## config.mk

```make
export PLATFORM = sky130hd
export DESIGN_NAME = mem_access_unit_flat
export DESIGN_NICKNAME = d
export VERILOG_FILES = /design/src/rtl/mem_access_unit_if.sv /design/src/rtl/mem_access_unit.sv /design/src/flat_wrapper.sv
export SDC_FILE = /design/constraint.sdc
export NUM_CORES = 1
export LEC_CHECK = 0
export CORE_UTILIZATION = 40
export DETAILED_ROUTE_END_ITERATION = 7
export GPL_TIMING_DRIVEN = 0
export PLACE_DENSITY = 0.76
export SLEW_MARGIN = 20
export SYNTH_ARGS = -nofsm -noshare
export SYNTH_HDL_FRONTEND = slang
export SYNTH_SLANG_ARGS = --single-unit
export TNS_END_PERCENT = 10
```

## constraint.sdc

```tcl
create_clock -name clk_i -period 3.35 [get_ports clk_i]
set_clock_uncertainty 0.1 [all_clocks]
set_input_delay 0.335 -clock clk_i [delete_from_list [all_inputs] [get_ports clk_i]]
set_output_delay 0.335 -clock clk_i [all_outputs]
set_load 0.01 [all_outputs]
```

## src/rtl/mem_access_unit_if.sv

```systemverilog
// Bundles the controller handshake and the memory req/ack port of mem_access_unit.
// With MEM_BYTE_ACCESS_EN defined, adds the byte-select input and the byte-enable output.
interface mem_access_unit_if #(
    parameter int unsigned DATA_W = 16,
    parameter int unsigned ADDR_W = 16
) ();
    logic              start_i;
    logic              mem_read_i;
    logic              mem_write_i;
    logic [ADDR_W-1:0] addr_i;
    logic [DATA_W-1:0] store_data_i;
    logic              mem_ack_i;
    logic [DATA_W-1:0] mem_rdata_i;
    logic              mem_req_o;
    logic              mem_we_o;
    logic [ADDR_W-1:0] mem_addr_o;
    logic [DATA_W-1:0] mem_wdata_o;
    logic [DATA_W-1:0] mdr_o;
    logic              busy_o;
    logic              done_o;
    logic              bus_err_o;
`ifdef MEM_BYTE_ACCESS_EN
    logic              byte_sel_i;
    logic [1:0]        mem_be_o;
`endif

    // Controller / memory side: drives requests and memory responses.
    modport master (
        output start_i, mem_read_i, mem_write_i, addr_i, store_data_i, mem_ack_i, mem_rdata_i,
`ifdef MEM_BYTE_ACCESS_EN
        output byte_sel_i,
        input  mem_be_o,
`endif
        input  mem_req_o, mem_we_o, mem_addr_o, mem_wdata_o, mdr_o, busy_o, done_o, bus_err_o
    );

    // Access unit side.
    modport slave (
        input  start_i, mem_read_i, mem_write_i, addr_i, store_data_i, mem_ack_i, mem_rdata_i,
`ifdef MEM_BYTE_ACCESS_EN
        input  byte_sel_i,
        output mem_be_o,
`endif
        output mem_req_o, mem_we_o, mem_addr_o, mem_wdata_o, mdr_o, busy_o, done_o, bus_err_o
    );
endinterface

```

## src/rtl/mem_access_unit.sv

```systemverilog
// Multicycle load/store stage: runs one req/ack memory transaction per Start,
// returns load data in the MDR, aborts with Bus_Err after TIMEOUT_CYCLES unacked cycles.
// Optional byte access is enabled by defining MEM_BYTE_ACCESS_EN.
module mem_access_unit #(
    parameter int unsigned DATA_W         = 16,
    parameter int unsigned ADDR_W         = 16,
    parameter int unsigned TIMEOUT_CYCLES = 15
) (
    input logic              clk_i,
    input logic              rst_ni,
    mem_access_unit_if.slave bus
);
    localparam int unsigned CNT_W  = 8;
`ifdef MEM_BYTE_ACCESS_EN
    localparam int unsigned HALF_W = DATA_W / 2;
`endif

    typedef enum logic [1:0] {IDLE, REQ, DONE} state_e;

    state_e            state_q, state_d;
    logic [CNT_W-1:0]  cnt_q, cnt_d;
    logic              mem_req_q, mem_req_d;
    logic              mem_we_q, mem_we_d;
    logic [ADDR_W-1:0] mem_addr_q, mem_addr_d;
    logic [DATA_W-1:0] mem_wdata_q, mem_wdata_d;
    logic [DATA_W-1:0] mdr_q, mdr_d;
    logic              busy_q, busy_d;
    logic              done_q, done_d;
    logic              bus_err_q, bus_err_d;
`ifdef MEM_BYTE_ACCESS_EN
    logic              byte_q, byte_d;
    logic [1:0]        mem_be_q, mem_be_d;
`endif

    // State and registered outputs; reset clears everything at once, even mid-access.
    always_ff @(posedge clk_i or negedge rst_ni) begin
        if (!rst_ni) begin
            state_q     <= IDLE;
            cnt_q       <= '0;
            mem_req_q   <= 1'b0;
            mem_we_q    <= 1'b0;
            mem_addr_q  <= '0;
            mem_wdata_q <= '0;
            mdr_q       <= '0;
            busy_q      <= 1'b0;
            done_q      <= 1'b0;
            bus_err_q   <= 1'b0;
`ifdef MEM_BYTE_ACCESS_EN
            byte_q      <= 1'b0;
            mem_be_q    <= 2'b00;
`endif
        end else begin
            state_q     <= state_d;
            cnt_q       <= cnt_d;
            mem_req_q   <= mem_req_d;
            mem_we_q    <= mem_we_d;
            mem_addr_q  <= mem_addr_d;
            mem_wdata_q <= mem_wdata_d;
            mdr_q       <= mdr_d;
            busy_q      <= busy_d;
            done_q      <= done_d;
            bus_err_q   <= bus_err_d;
`ifdef MEM_BYTE_ACCESS_EN
            byte_q      <= byte_d;
            mem_be_q    <= mem_be_d;
`endif
        end
    end

    // Next state and next registered outputs; outputs describe the state being entered.
    always_comb begin
        state_d     = state_q;
        cnt_d       = cnt_q;
        mem_req_d   = 1'b0;
        mem_we_d    = mem_we_q;
        mem_addr_d  = mem_addr_q;
        mem_wdata_d = mem_wdata_q;
        mdr_d       = mdr_q;
        busy_d      = 1'b0;
        done_d      = 1'b0;
        bus_err_d   = 1'b0;
`ifdef MEM_BYTE_ACCESS_EN
        byte_d      = byte_q;
        mem_be_d    = mem_be_q;
`endif
        unique case (state_q)
            IDLE: begin
                if (bus.start_i && (bus.mem_read_i ^ bus.mem_write_i)) begin
                    state_d     = REQ;
                    cnt_d       = '0;
                    mem_req_d   = 1'b1;
                    busy_d      = 1'b1;
                    mem_we_d    = bus.mem_write_i;
                    mem_addr_d  = bus.addr_i;
                    mem_wdata_d = bus.store_data_i;
`ifdef MEM_BYTE_ACCESS_EN
                    byte_d      = bus.byte_sel_i;
                    if (bus.byte_sel_i) begin
                        mem_be_d    = bus.addr_i[0] ? 2'b10 : 2'b01;
                        mem_wdata_d = {2{bus.store_data_i[HALF_W-1:0]}};
                    end else begin
                        mem_be_d    = 2'b11;
                    end
`endif
                end else if (bus.start_i && bus.mem_read_i && bus.mem_write_i) begin
                    // Conflicting direction: report an error without touching the memory port.
                    state_d   = DONE;
                    busy_d    = 1'b1;
                    done_d    = 1'b1;
                    bus_err_d = 1'b1;
                end
            end
            REQ: begin
                busy_d = 1'b1;
                if (bus.mem_ack_i) begin
                    // Ack beats a coincident timeout expiry.
                    state_d = DONE;
                    done_d  = 1'b1;
                    if (!mem_we_q) begin
                        mdr_d = bus.mem_rdata_i;
`ifdef MEM_BYTE_ACCESS_EN
                        if (byte_q) begin
                            mdr_d = mem_addr_q[0] ? DATA_W'(bus.mem_rdata_i[DATA_W-1:HALF_W])
                                                  : DATA_W'(bus.mem_rdata_i[HALF_W-1:0]);
                        end
`endif
                    end
                end else if (cnt_q == CNT_W'(TIMEOUT_CYCLES - 1)) begin
                    state_d   = DONE;
                    done_d    = 1'b1;
                    bus_err_d = 1'b1;
                end else begin
                    cnt_d     = cnt_q + CNT_W'(1);
                    mem_req_d = 1'b1;
                end
            end
            DONE: begin
                state_d = IDLE;
            end
            default: begin
                state_d = IDLE;
            end
        endcase
    end

    assign bus.mem_req_o   = mem_req_q;
    assign bus.mem_we_o    = mem_we_q;
    assign bus.mem_addr_o  = mem_addr_q;
    assign bus.mem_wdata_o = mem_wdata_q;
    assign bus.mdr_o       = mdr_q;
    assign bus.busy_o      = busy_q;
    assign bus.done_o      = done_q;
    assign bus.bus_err_o   = bus_err_q;
`ifdef MEM_BYTE_ACCESS_EN
    assign bus.mem_be_o    = mem_be_q;
`endif
endmodule

```

## src/flat_wrapper.sv

```systemverilog
// flat-port wrapper written by rule: the top's interface ports become plain ports
module mem_access_unit_flat 
#(
    parameter int unsigned DATA_W         = 16,
    parameter int unsigned ADDR_W         = 16,
    parameter int unsigned TIMEOUT_CYCLES = 15
)
  (clk_i, rst_ni, bus_start_i, bus_mem_read_i, bus_mem_write_i, bus_addr_i, bus_store_data_i, bus_mem_ack_i, bus_mem_rdata_i, bus_mem_req_o, bus_mem_we_o, bus_mem_addr_o, bus_mem_wdata_o, bus_mdr_o, bus_busy_o, bus_done_o, bus_bus_err_o);
  mem_access_unit_if #(.DATA_W(DATA_W), .ADDR_W(ADDR_W)) bus_i ();
  input logic clk_i;
  input logic rst_ni;
  input wire logic [$bits(bus_i.start_i)-1:0] bus_start_i;
  input wire logic [$bits(bus_i.mem_read_i)-1:0] bus_mem_read_i;
  input wire logic [$bits(bus_i.mem_write_i)-1:0] bus_mem_write_i;
  input wire logic [$bits(bus_i.addr_i)-1:0] bus_addr_i;
  input wire logic [$bits(bus_i.store_data_i)-1:0] bus_store_data_i;
  input wire logic [$bits(bus_i.mem_ack_i)-1:0] bus_mem_ack_i;
  input wire logic [$bits(bus_i.mem_rdata_i)-1:0] bus_mem_rdata_i;
  output wire logic [$bits(bus_i.mem_req_o)-1:0] bus_mem_req_o;
  output wire logic [$bits(bus_i.mem_we_o)-1:0] bus_mem_we_o;
  output wire logic [$bits(bus_i.mem_addr_o)-1:0] bus_mem_addr_o;
  output wire logic [$bits(bus_i.mem_wdata_o)-1:0] bus_mem_wdata_o;
  output wire logic [$bits(bus_i.mdr_o)-1:0] bus_mdr_o;
  output wire logic [$bits(bus_i.busy_o)-1:0] bus_busy_o;
  output wire logic [$bits(bus_i.done_o)-1:0] bus_done_o;
  output wire logic [$bits(bus_i.bus_err_o)-1:0] bus_bus_err_o;
  assign bus_i.start_i = bus_start_i;
  assign bus_i.mem_read_i = bus_mem_read_i;
  assign bus_i.mem_write_i = bus_mem_write_i;
  assign bus_i.addr_i = bus_addr_i;
  assign bus_i.store_data_i = bus_store_data_i;
  assign bus_i.mem_ack_i = bus_mem_ack_i;
  assign bus_i.mem_rdata_i = bus_mem_rdata_i;
  assign bus_mem_req_o = bus_i.mem_req_o;
  assign bus_mem_we_o = bus_i.mem_we_o;
  assign bus_mem_addr_o = bus_i.mem_addr_o;
  assign bus_mem_wdata_o = bus_i.mem_wdata_o;
  assign bus_mdr_o = bus_i.mdr_o;
  assign bus_busy_o = bus_i.busy_o;
  assign bus_done_o = bus_i.done_o;
  assign bus_bus_err_o = bus_i.bus_err_o;
  mem_access_unit #(.DATA_W(DATA_W), .ADDR_W(ADDR_W), .TIMEOUT_CYCLES(TIMEOUT_CYCLES)) u_core (.clk_i(clk_i), .rst_ni(rst_ni), .bus(bus_i));
endmodule
```

==> results.cfg, run 1 <==
[status]
status = completed

[synth]
netlist_area_sq_um = 2542
synth_edf_count = 0
async_flop_share_pct = 100.0
ys.flop_type = dfrtp_1
yosysSeqAreaShare_pct = 62.01
syn_inst = 173
synth_area_leader_cell = dfrtp_1
synth_top_area_share_pct = 62.01
synth_cell_type_count = 36
synthTopCellsByArea = dfrtp_1 62%, mux2_2 17%, mux2_1 4.4%
ys_warn_count = 0
ys_seq_elements = 63
syn_nets = 229
syn_avg_cell_area_sq_um = 14.70

[cells_and_area]
mostFrequentLayoutCells = 105 x clkdlybuf4s50_1, 63 x dfrtp_1, 39 x mux2_2, 13 x clkbuf_8, 10 x mux2_1
drive_above_1_share_pct = 23.31
syn2layout_area_growth_pct = 55.02
nets = 348
diodes = 0
layout_commonest_cell = clkdlybuf4s50_1
final_cell_area_sq_um = 3941

[floorplanning]
die_area_sq_um = 6679
rows = 28
io_pins = 107
die_h_um = 81.73
die_width_um = 81.73
coreArea_sq_um = 6026
initial_utilization_pct = 42.19

[grt]
grt_use_total_pct = 16.33
antenna_found_initial = 0
first_global_vias = 1841
grt_overflow = 0
grt_max_degree = 35
grt_pass1_wl_um = 8135

[pwr]
p_switching_w = 0.0008148
ir_drop_v = 0.0004561
seqPwrFrac_pct = 39.7
cellLeakagePower_nw = 1.679
p_per_area_nw_per_um2 = 760.7
pwr-share-clk_pct = 23.2
power_w = 0.002998
combPwrFrac_pct = 37.1
swShare_pct = 27.18
p_int_w = 0.002183

[setup_path]
rrSetupSlack_ns = 1.41
rr_worst_depth = 5
start_kind = register
cp-startpoint = u_core.state_q[1]$_DFFE_PN0P_
critPathRequiredTime_ns = 3.46
reg2reg_from = u_core.state_q[1]$_DFFE_PN0P_
cp.arrival_ns = 2.05
end_kind = register
worst-path-max-fanout = 10
worstSetupPathType = reg -> reg
r2r_end = u_core.bus.mdr_o[12]$_DFFE_PN0P_

[timing]
worstMarginPinSlew_ns = 0.4331
setup_viol = 0
rsz0062_at_grt = false
min_period_over_period_pct = 57.78
finalSetupTns_ns = 0
hold_viol_final = 0
whs_ns = 0.3761
drv_slew = 0
max_freq_ghz = 0.5167
worst_slack_ns = 1.414
slew_headroom_pct = 71.10
fin_crit_ns = 1.936

[placed_design]
portBuffers = 106
place_area_sq_um = 3715
place.gp.congestion = 0.8242
dp_hpwl_um = 3847
dp_slack_ns = 1.115

[cts]
cts_sinks = 63
clk_path_buf_depth = 2
cts_resized = 0
post_cts_buffers = 0
tritoncts = done
cts_hold_buf = 1
root_buffer = clkbuf_8
cts_made_buffers = 9
htree_levels = 3
clk_pin_slew_ns = 0.07
clkLatencyLatePin_ns = 0.33

[detailed_routing]
wirelength_um = 5187
vias = 1833
antenna_left = 0
vias_per_cell = 4.941
drt_iter0_markers = 65
routedWlPerCell_um = 13.98
first_pass_iters = 4
drt_drc_violations_left = 0

[job]
drv_cap = 0

[worst_hold_path]
hold_class = in -> async
==> synth_stat cells, types with 2 or more instances <==
cell	instances
a21oi_1	6
a22o_1	2
buf_2	5
dfrtp_1	63
ha_1	2
inv_1	2
mux2_1	10
mux2_2	39
nand2_1	4
nand2b_1	2
nand3_1	7
nor3_1	2
o21a_1	2
o21ai_0	5
==> layout make-up <==
type | count | area, sq um
clock buffer | 13 | 178.9
timing repair buffer | 108 | 1089
fill | 475 | 2085
multi-input combinational | 102 | 922.1
tap | 75 | 93.84
sequential | 63 | 1577
clock inverter | 2 | 37.54
buffer | 6 | 36.28
inverter | 2 | 7.507
==> stage by stage <==
step | std cells | util [%]
6_report | 371 | 65.41
4_1_cts | 371 | 65.41
3_3_place_gp | 354 | 61.36
5_1_grt | 371 | 65.41
3_5_place_dp | 355 | 61.65
2_1_floorplan | 173 | -
==> registers in the layout (all words and copies together) (netlist names), 2 cells and up <==
register / count
u_core.bus.mem_addr_o: 16
u_core.cnt_q: 8
u_core.bus.mdr_o: 16
u_core.bus.mem_wdata_o: 16
u_core.state_q: 2
==> cell families (layout without fill, tap and decap cells) <==
logic type,Yosys count,after routing,share of synthesized area (%)
compound gates,20,20,5.217
xor+xnor,1,1,0.3446
fa+ha+maj,2,2,0.9841
buf+inv,8,131,1.722
flops,63,63,62.01
mux,50,50,22.29
simple gates,29,29,7.432
==> power by group through the flow <==
| stage | logic [W] | clock network [W] | registers, W |
|---|---|---|---|
| after CTS | 0.00113 | 0.000716 | 0.00119 |
| after global placement | 0.00110 | 0 | 0.00119 |
| after global routing | 0.00120 | 0.000746 | 0.00123 |
| after detailed placement | 0.00113 | 0 | 0.00121 |
| final | 0.00111 | 0.000694 | 0.00119 |
| after floorplan | 0.000314 | 0 | 0.00133 |
==> worst max path at each step <==
stage | slack [ns] | endpoint | depth (start not counted)
finish | 1.41 | u_core.bus.mdr_o[12]$_DFFE_PN0P_ | 5
global route | 1.32 | u_core.bus.mdr_o[10]$_DFFE_PN0P_ | 5
CTS | 1.38 | u_core.bus.mdr_o[12]$_DFFE_PN0P_ | 5
detailed placement | 1.11 | u_core.bus.mem_wdata_o[10]$_DFFE_PN0P_ | 6
global placement | -0.25 | u_core.bus.mem_wdata_o[4]$_DFFE_PN0P_ | 1
floorplan | 1.62 | u_core.bus.mdr_o[10]$_DFFE_PN0P_ | 5
==> per-layer routing <==
layer | part of all wire [%] | global-route usage (%) | vias to the layer above
met5 | 0 | 0 | -
met2 | 46 | 26.03 | 74
met1 | 42 | 19.08 | 894
li1 | - | - | 853
met3 | 9.5 | 5.444 | 12
met4 | 2.7 | 9.649 | 0
==> worst max-delay path: stages (launching register included) <==
cell and delay, ns:
dfrtp_1 0.43, nand2b_1 0.16, buf_2 0.16, nor3b_4 0.41, buf_6 0.22, mux2_1 0.34
No activity file was read; power rests on OpenSTA's default activity.
==> inputs of run 2 (changes only) <==
CORE_UTILIZATION = 38   (was 40)
clock period = 1.71 ns   (was 3.35 ns; I/O delays follow)
==> results.cfg, run 2 (synthesis gave the netlist of run 1 again) <==
[timing]
setup_viol = 1
worst_slack_ns = -0.02123
worstMarginPinSlew_ns = 0.3101
rsz0062_at_grt = true
slew_headroom_pct = 79.23
max_freq_ghz = 0.5776
drv_slew = 0
finalSetupTns_ns = -0.02123
whs_ns = 0.09622
fin_crit_ns = 1.731
hold_viol_final = 0
min_period_over_period_pct = 101.2

[grt]
antenna_found_initial = 0
first_global_vias = 2010
grt_pass1_wl_um = 9052
grt_overflow = 0
grt_max_degree = 58
grt_use_total_pct = 16.56

[setup_path]
r2r_end = u_core.cnt_q[3]$_DFFE_PN0P_
end_kind = register
rrSetupSlack_ns = -0.02
critPathRequiredTime_ns = 1.84
critPathCapture = u_core.cnt_q[3]$_DFFE_PN0P_
start_kind = register
worst-path-max-fanout = 3
slowest_delay_ns = 0.39
reg2reg_from = u_core.cnt_q[0]$_DFFE_PN0P_
crit_slowest_cell = dfrtp_1
worstSetupPathType = reg -> reg
rr_worst_depth = 6
worst-path-buf-inv = 1
crit_family = compound AO/OA/AOI/OAI gates
crit_chain = inv_2 > ha_4 > nand4b_1 > o21a_4 > mux2_4 > a21o_1
path_depth = 6
cp-startpoint = u_core.cnt_q[0]$_DFFE_PN0P_
cp.arrival_ns = 1.86

[job]
drv_cap = 0

[cts]
cts_sinks = 63
htree_levels = 3
tritoncts = done
cts_made_buffers = 9
clk_path_buf_depth = 2
clkLatencyLatePin_ns = 0.34
clk_pin_slew_ns = 0.07
root_buffer = clkbuf_8

[detailed_routing]
first_pass_iters = 4
antenna_left = 0
drt_iter0_markers = 50
wirelength_um = 5346
routedWlPerCell_um = 14.14
vias_per_cell = 4.902
drt_drc_violations_left = 0
vias = 1853

[cells_and_area]
mostFrequentLayoutCells = 105 x clkdlybuf4s50_1, 61 x dfrtp_1, 39 x mux2_2, 11 x clkbuf_8, 10 x mux2_1
area.sequential_sq_um = 1579
diodes = 0
drive_above_1_share_pct = 26.25
multi_input_area_sq_um = 957.2
layout_commonest_cell = clkdlybuf4s50_1
syn2layout_area_growth_pct = 58.96
nFillCells = 512
nets = 352
fin_cells = 378

[floorplanning]
die_area_sq_um = 7022
initial_utilization_pct = 39.81
io_pins = 107
coreArea_sq_um = 6386
die_width_um = 83.80
rows = 29
die_h_um = 83.80

[placed_design]
post-place-cells = 357
portBuffers = 106
dp_hpwl_um = 3804
place.gp.congestion = 0.7808

[worst_hold_path]
hold_class = in -> async

[status]
status = complete, but fails checks
violations = negative setup slack

[pwr]
ir_drop_v = 0.0008815
cellLeakagePower_nw = 1.720
p_per_area_nw_per_um2 = 1498
==> run 2: layout make-up <==
cell class | count | share of cell area [%]
tap | 77 | 2.384
buffer | 6 | 1.269
timing repair buffer | 112 | 27.86
clock buffer | 13 | 3.932
inverter | 2 | 0.1858
sequential | 63 | 39.07
clock inverter | 3 | 1.610
multi-input combinational | 102 | 23.68
==> run 2: stage by stage <==
stage	power, W	area (sq um)	setup WS, ns	utilization, %
2_1_floorplan	0.003225	2556	-0.005872	-
3_3_place_gp	0.004506	3714	-1.765	58.15
3_5_place_dp	0.004579	3739	-0.3570	58.54
4_1_cts	0.006081	3998	-0.1162	62.60
5_1_grt	0.006399	4041	-0.06353	63.28
6_report	0.006052	4041	-0.02123	63.28
==> run 2: layer usage <==
layer | vias up | GRT usage, % | part of all wire, %
li1 | 867 | - | -
met1 | 894 | 18.76 | 41
met2 | 81 | 26.31 | 47
met3 | 11 | 8.210 | 9.3
met4 | 0 | 7.396 | 2.0
met5 | - | 0 | 0
==> run 2: repair_timing <==
item / 4_1_cts / 5_1_grt
resized for setup: 5 / 7
hold buffers: 1 / 0
pin swaps: 1 / 3
setup buffers: 1 / 3
hold endpoints to repair: 63 / 0
endpoints found under the setup margin: 30 / 28
==> run 2: worst min path at each step <==
| stage | endpoint | cells after the start | slack, ns |
|---|---|---|---|
| finish | u_core.bus.mem_wdata_o[13]$_DFFE_PN0P_ | 2 | 0.1 |
| global route | u_core.bus.mdr_o[15]$_DFFE_PN0P_ | 2 | 0.1 |
| CTS | u_core.bus.mdr_o[14]$_DFFE_PN0P_ | 2 | 0.09 |
| detailed placement | u_core.bus.mdr_o[14]$_DFFE_PN0P_ | 1 | -0.09 |
| global placement | u_core.bus.mdr_o[10]$_DFFE_PN0P_ | 1 | 0.37 |
| floorplan | u_core.bus.bus_err_o$_DFF_PN0_ | 0 | -0.22 |
==> run 2: power by group <==
part / internal (W) / switching [W]
combinational: 0.00147 / 0.000795
clock: 0.000900 / 0.000561
sequential: 0.00204 / 0.000286
total: 0.00441 / 0.00164
==> inputs of run 3 (changes only) <==
SETUP_SLACK_MARGIN = 0.1   (was default)
==> results.cfg, run 3 (synthesis gave the netlist of run 1 again) <==
[status]
status = complete, but fails checks
violations = negative setup slack

[timing]
slew_headroom_pct = 81.10
worst_slack_ns = -0.01631
whs_ns = 0.09938
setup_viol = 1
hold_viol_final = 0
worstMarginPinSlew_ns = 0.2835
max_freq_ghz = 0.5793
rsz0062_at_grt = true
fin_crit_ns = 1.726
drv_slew = 0
min_period_over_period_pct = 101.0
finalSetupTns_ns = -0.01631

[detailed_routing]
vias_per_cell = 4.929
wirelength_um = 5656
first_pass_iters = 4
routedWlPerCell_um = 14.81
antenna_left = 0
vias = 1883
drt_iter0_markers = 76
drt_drc_violations_left = 0

[placed_design]
dp_slack_ns = -0.3570
portBuffers = 106
dp_hpwl_um = 3804
place.gp.congestion = 0.7808

[grt]
grt_overflow = 0
antenna_found_initial = 0
grt_pass1_wl_um = 9308
first_global_vias = 2054
grt_max_degree = 58
grt_use_total_pct = 17.08

[job]
drv_cap = 0

[floorplanning]
rows = 29
initial_utilization_pct = 39.81
coreArea_sq_um = 6386
die_area_sq_um = 7022
die_h_um = 83.80
die_width_um = 83.80
io_pins = 107

[pwr]
power_w = 0.006276
ir_drop_v = 0.0008902
cellLeakagePower_nw = 1.786
p_per_area_nw_per_um2 = 1504

[setup_path]
crit_family = flip-flops
end_kind = register
cp.arrival_ns = 1.86
worstSetupPathType = reg -> reg
critPathRequiredTime_ns = 1.84
worst-path-max-fanout = 6
slowest_delay_ns = 0.44
start_kind = register
worst-path-buf-inv = 0
crit_chain = or3_4 > o21a_4 > mux2_4 > a21o_1
crit_slowest_cell = dfrtp_2

[cts]
cts_sinks = 63
cts_made_buffers = 9
clk_path_buf_depth = 2
clkLatencyLatePin_ns = 0.34
clk_pin_slew_ns = 0.07
htree_levels = 3
root_buffer = clkbuf_8
tritoncts = done

[cells_and_area]
layout_commonest_cell = clkdlybuf4s50_1
area.sequential_sq_um = 1579
nets = 356
nFillCells = 493
multi_input_area_sq_um = 1046
syn2layout_area_growth_pct = 64.17
mostFrequentLayoutCells = 104 x clkdlybuf4s50_1, 61 x dfrtp_1, 33 x mux2_2, 17 x mux2_4, 11 x clkbuf_8
diodes = 0
drive_above_1_share_pct = 31.48

[worst_hold_path]
hold_class = in -> async
==> run 3: metal layers <==
metal / GRT usage, % / wire [um]
met5: 0 / 0
met2: 26.61 / 2696
met3: 8.210 / 486
met1: 20.08 / 2377
met4: 7.396 / 95
==> run 3: worst paths after layout <==
path / from / to / slack [ns] / cells after the start
worst max-delay path: u_core.cnt_q[4]$_DFFE_PN0P_ / u_core.cnt_q[3]$_DFFE_PN0P_ / -0.02 / 4
max in group asynchronous: rst_ni / u_core.cnt_q[4]$_DFFE_PN0P_ / 0.91 / 3
min in group clk_i: bus_addr_i[4] / u_core.bus.mem_addr_o[4]$_DFFE_PN0P_ / 0.34 / 2
worst min register to register: u_core.bus.mem_wdata_o[7]$_DFFE_PN0P_ / u_core.bus.mem_wdata_o[7]$_DFFE_PN0P_ / 0.40 / 1
worst min-delay path: rst_ni / u_core.bus.mem_wdata_o[13]$_DFFE_PN0P_ / 0.1 / 2
worst max register to register: u_core.cnt_q[4]$_DFFE_PN0P_ / u_core.cnt_q[3]$_DFFE_PN0P_ / -0.02 / 4
==> run 3: stage by stage <==
step | cell area [sq um] | util [%] | instances
after floorplan | 2556 | - | 173
after global placement | 3714 | 58.15 | 356
after detailed placement | 3739 | 58.54 | 357
after CTS | 4144 | 64.89 | 381
after global routing | 4174 | 65.36 | 382
final | 4174 | 65.36 | 382
==> run 3: layout make-up <==
class	instances	area share [%]
buffer	6	1.319
clock buffer	13	3.807
clock inverter	3	1.559
inverter	2	0.1799
multi-input combinational	102	25.06
sequential	63	37.83
tap	77	2.308
timing repair buffer	116	27.94
==> run 3: worst register-to-register path, stage by stage (launching register included) <==
cell and delay, ns:
dfrtp_2 0.44, or3_4 0.41, o21a_4 0.23, mux2_4 0.29, a21o_1 0.15
==> run 3: what timing repair did <==
item	in CTS	in global routing
hold buffers	1	0
endpoints found under the setup margin	34	33
gates resized for setup	33	5
buffers inserted	7	1
endpoints found under the hold margin	63	0
pin swaps	7	8
==> run 3: power by group <==
part           total, W  internal, W  switching, W
clock network   0.00146     0.000900      0.000558
logic           0.00248      0.00164      0.000842
registers       0.00234      0.00204      0.000297
